$ cat config.mk
export PLATFORM = sky130hd
export DESIGN_NAME = serial_tx
export DESIGN_NICKNAME = d
export VERILOG_FILES = /design/src/rtl/serial_tx.sv
export SDC_FILE = /design/constraint.sdc
export NUM_CORES = 1
export LEC_CHECK = 0
export BUFFER_PORTS_ARGS = -buffer_cell sky130_fd_sc_hd__clkbuf_2
export CAP_MARGIN = 40
export CORE_MARGIN = 10
export CORE_UTILIZATION = 46
export DETAILED_ROUTE_END_ITERATION = 7
export PLACE_DENSITY_LB_ADDON = 0.3
export REMOVE_ABC_BUFFERS = 1
export SETUP_SLACK_MARGIN = 0.5
export SKIP_LAST_GASP = 1
export SLEW_MARGIN = 0
export SYNTH_ARGS = -nofsm -noshare
export SYNTH_HDL_FRONTEND = slang
export SYNTH_SLANG_ARGS = --single-unit
$ cat constraint.sdc
create_clock -name clk_2 -period 1.9 [get_ports clk_2]
set_input_delay 0.095 -clock clk_2 [delete_from_list [all_inputs] [get_ports clk_2]]
set_output_delay 0.095 -clock clk_2 [all_outputs]
set_load 0.05 [all_outputs]
$ cat src/rtl/serial_tx.sv
// serial_tx: loads a parallel word and shifts it out MSB first. Each frame
// is followed by a one-cycle gap carrying a done pulse. In repeat mode the
// current data_in is reloaded after every gap, so transmission is continuous
// with a period of NBITS+1 cycles.
module serial_tx #(
    parameter int NBITS       = 8,
    parameter int NBITS_COUNT = 4
) (
    input  logic                       clk_2,
    input  logic                       reset,
    input  logic                       start,
    input  logic                       repeat_mode,
    input  logic [NBITS-1:0]           data_in,
    output logic                       serial_out,
    output logic                       busy,
    output logic                       done,
    output logic [$clog2(NBITS)-1:0]   bit_idx,
    output logic [NBITS_COUNT-1:0]     frame_count
);

    localparam int IDX_W = $clog2(NBITS);

    localparam logic [1:0] IDLE  = 2'd0;
    localparam logic [1:0] SHIFT = 2'd1;
    localparam logic [1:0] GAP   = 2'd2;

    localparam logic [IDX_W-1:0] LAST_IDX = IDX_W'(NBITS - 1);

    logic [1:0]       state;
    logic [NBITS-1:0] shreg;

    // Frame sequencer: load, shift out, one gap cycle, then idle or reload.
    always_ff @(posedge clk_2 or negedge reset) begin
        if (!reset) begin
            state       <= IDLE;
            shreg       <= '0;
            bit_idx     <= '0;
            frame_count <= '0;
            done        <= 1'b0;
        end else begin
            done <= 1'b0;
            case (state)
                IDLE: begin
                    if (start) begin
                        shreg   <= data_in;
                        bit_idx <= '0;
                        state   <= SHIFT;
                    end
                end
                SHIFT: begin
                    if (bit_idx == LAST_IDX) begin
                        state       <= GAP;
                        done        <= 1'b1;
                        frame_count <= frame_count + NBITS_COUNT'(1);
                        bit_idx     <= '0;
                    end else begin
                        shreg   <= {shreg[NBITS-2:0], 1'b0};
                        bit_idx <= bit_idx + IDX_W'(1);
                    end
                end
                GAP: begin
                    if (repeat_mode) begin
                        // Reload takes the value present now, not the one
                        // captured at the original start.
                        shreg   <= data_in;
                        bit_idx <= '0;
                        state   <= SHIFT;
                    end else begin
                        state <= IDLE;
                    end
                end
                default: begin
                    state <= IDLE;
                end
            endcase
        end
    end

    // Outputs decoded straight from the state so they react to reset at once.
    always_comb begin
        busy       = (state == SHIFT) || (state == GAP);
        serial_out = (state == SHIFT) ? shreg[NBITS-1] : 1'b0;
    end

endmodule
Yosys cells after proc, flatten, opt, wreduce, memory -nomap -nowiden --
Index checks and enable logic that the tools add are counted.
Word-level totals: output and inout port bits 10, register bits 18, input port bits 12
Operators by class: add/subtract/negate cells 2, muxes and demuxes 15, equal/unequal tests 7, reduce and logical (&&, ||, !) cells 7
Operators with widths (count):
- 2-to-1 mux 8 bit | 3
- one-hot mux 8 bit (3 select lines) | 1
- 2-to-1 mux 3 bit | 3
- one-hot mux 3 bit (3 select lines) | 1
- inequality test 2 bit (second input constant) | 4
- one-hot mux 2 bit (3 select lines) | 1
- adder 4 x 1 -> 4 bit (second input constant) | 1
- 2-to-1 mux 1 bit | 4
- 2-to-1 mux 2 bit | 2
- AND reduction 2 bit | 2
- AND reduction 4 bit | 1
- adder 3 x 1 -> 3 bit (second input constant) | 1
- equality test 3 bit (second input constant) | 1
- AND reduction 3 bit | 1
- nonzero test 3 bit | 1
- equality test 2 x 1 -> 1 bit (second input constant) | 1
- equality test 2 bit (second input constant) | 1
- zero test 2 bit | 1
- logical OR 1 bit | 1

Logic depth before layout (Yosys ltp) --
depth in word-level cells 3, depth in mapped cells 6, gate-level depth less buffers 5

Least setup slack after synthesis --
No wires, ideal clock.
path kind flip-flop to flip-flop, start reg bit_idx[0], end reg shreg[1], path buffers 1, data arrival time 2122 ps, path slack -347 ps, data required time 1775 ps, stages on the path, launching flop included 7, cells stage by stage dfrtp_1 > ha_1 > ha_1 > and2_1 > buf_6 > nor4_4 > mux2_2
On the way: longest elaborated chain between the ends 3
RTL lines:
- from (decl) | line 17 | output logic [$clog2(NBITS)-1:0] bit_idx,
- from (signal assigned) | line 58 | bit_idx <= bit_idx + IDX_W'(1);
- equality test 3 bit | line 51 | if (bit_idx == LAST_IDX) begin
- inequality test 2 bit (no line)
- AND reduction 4 bit (no line)
- to (signal assigned) | line 45 | shreg <= data_in;
- to (signal assigned) | line 57 | shreg <= {shreg[NBITS-2:0], 1'b0};
- to (signal assigned) | line 65 | shreg <= data_in;
- to (decl) | line 30 | logic [NBITS-1:0] shreg;
No other way between the ends. A chain may end at the register's enable or synchronous reset.

Final worst setup path --
start reg bit_idx[0], end reg shreg[6]
Same word-level chain as after synthesis.

==> reports/qor.txt <==
Synth Area per Inst - 12.9 sq um
Area Growth Syn to Fin - 37.2%
first-pass GRT wire length - 3.33 mm
slowest CP cell - dfrtp_1
sequential element share of the synthesized area - 0.477
cell area after synthesis - 945 sq um
utilization after layout - 0.661
Synth Instances - 73
GRT overflow - 0
worst setup path start - bit_idx[0]
Peak VDD IR - 0.000881 V
CP arrival - 1840 ps
DR vias - 660
fin area - 1300 sq um
placed cell area - 1110 sq um
CTS max path bufs - 2
asr flop ratio synth - 1.00
clk root buf - clkbuf_4
Slowest Stage Delay on Critical Path - 400 ps
CTS tree - yes
post-synth top area cell - dfrtp_1
Pwr Total - 1.91 mW
Residual DRC - 0
Pleak - 0.659 nW
remaining antenna violation count after routing - 0
worst-path cell chain - ha_2 > ha_4 > and2_4 > nor4_4 > buf_6 > mux2_4
drt pass-1 iters - 4
CP Capture Type - flop
Iter 0 DRT Violations - 17
final net count - 128
Yosys reg bits - 18
total track usage - 0.0961
Distinct cells, synth - 20
Std-Cell Rows - 16
die height - 65.3 um
final setup vio count - 0
antenna diode count - 0
Slew @ Worst Pin - 443 ps
core area - 1960 sq um
worst min path class - input pin to flop
number of flops mapped to enable cells by yosys - 0
Post-synth top cells - dfrtp_1, mux2_2, ha_1
min Tclk post-route - 1660 ps
Synth top area share - 0.477
Initial Util - 0.482
Slew Viols, Final - 0
GPL Wtd Cong - 0.696
RSZ-0062 raised after global routing - true
# IOs - 22
WHS Path Cells - 3
Num CTS Buffers - 3
final hold vios - 0
Critical Path RT - 2080 ps
die width - 65.3 um
FF-to-FF Start - bit_idx[0]
power per standard cell area - 1470 nW/um^2
count leader, synth - dfrtp_1
DP Wirelength - 1.35 mm
MaxCap Viol Count - 0
Via density - 4.96
FILL cells - 157
outcome - complete, no violations
max_slew headroom - 0.705
initial antenna violation count - 0
count of input and output buffers - 21
Highest Clock Rate - 0.601 GHz
Max H-tree Level - 1
vias in the first global route - 717
Final period util - 0.876
yosys warns - 0
Worst Setup Start Kind - flop
Clk Latency, worst-skew pair - 280 ps
layout cells sized above 1 - 0.594
HP Start - data_in[0]
Sink Count - 18
largest net degree at the start of global routing - 19
Register-to-Register Path Depth - 6
drt total wl - 1.96 mm
final hold slack - 153 ps
Worst-path clk slew - 100 ps
critical path type - flop to flop
CP Max Fanout - 8
Layout Skew - 1.05 ps
routed len/inst - 14.7 um
top cells by area, synth - dfrtp_1, mux2_2, ha_1
Top FF cell, synth - dfrtp_1
die area - 4270 sq um
==> layout by cell type, fill, tap and decap left out, types with 2 or more instances in the layout <==
cell / instances
nand2_1: 3
inv_1: 3
dfrtp_1: 18
xnor2_1: 2
mux2_4: 8
ha_1: 3
clkbuf_2: 19
ha_4: 2
buf_4: 6
mux2i_1: 2
nor2b_1: 3
buf_6: 2
inv_2: 2
buf_8: 2
mux2_2: 9
nor2b_4: 2
clkbuf_4: 3
ha_2: 3
==> what timing repair did <==
item,in CTS,in global routing
hold endpoints to repair,18,0
hold buffers,1,0
pin swaps,4,1
endpoints found under the setup margin,17,17
buffers inserted,4,0
gates resized for setup,27,4
cloned,1,0
==> state kept, by name, summed over array words and instances, names as in the netlist <==
signal and flops:
bit_idx 3, state 2, done 1, shreg 8
frame_count 4
==> power by group <==
group	internal (mW)	total, mW	leakage, nW	switching [mW]
Sequential	0.507	0.585	0.231	0.0783
Combinational	0.632	1.14	0.415	0.507
Clock	0.0735	0.183	0.0138	0.110
==> routing by layer <==
layer	vias up	track usage	share of wire
met2	15	0.167	0.50
met5	-	0	0
li1	320	-	-
met4	0	0.0241	0
met1	325	0.115	0.46
met3	0	0.0237	0.049
==> cells by family after synthesis <==
logic type	Yosys count	share of synthesized area
AND/OR/NAND/NOR	15	0.106
multiplexers	19	0.224
XOR/XNOR	3	0.0278
flip-flops	18	0.477
buffers and inverters	7	0.0358
adder cells (fa/ha/maj)	8	0.106
AO/OA/AOI/OAI	3	0.0238
==> stage by stage <==
step	TNS (ps)	worst slack, ps	std cells
final	0	236	133
after global placement	0	74.1	124
after global routing	0	141	133
after floorplan	-2260	-313	71
after CTS	0	242	133
after detailed placement	0	41.2	124
==> area by class of cell <==
type,instances,area [sq um],area share
clock buffer,3,22.5,0.0174
inverter,5,18.8,0.0145
multi-input combinational,48,543,0.419
sequential,18,450,0.347
tap,27,33.8,0.0261
timing repair buffer,32,228,0.176
==> worst max-delay path, delay by kind of cell, from the launching register on <==
family,cells,cell delay (ps)
buffers and inverters,1,190
and+or+nand+nor,2,300
DFF,1,400
adders and majority gates,2,360
muxes,1,310
==> worst paths after layout <==
kind	end	slack (ps)
max	shreg[6]	240
min	shreg[0]	150
min reg2reg	frame_count[3]	470
max in group asynchronous	bit_idx[2]	1310
max reg2reg	shreg[6]	240
min in group asynchronous	frame_count[0]	280
No activity file was read; power rests on OpenSTA's default activity.
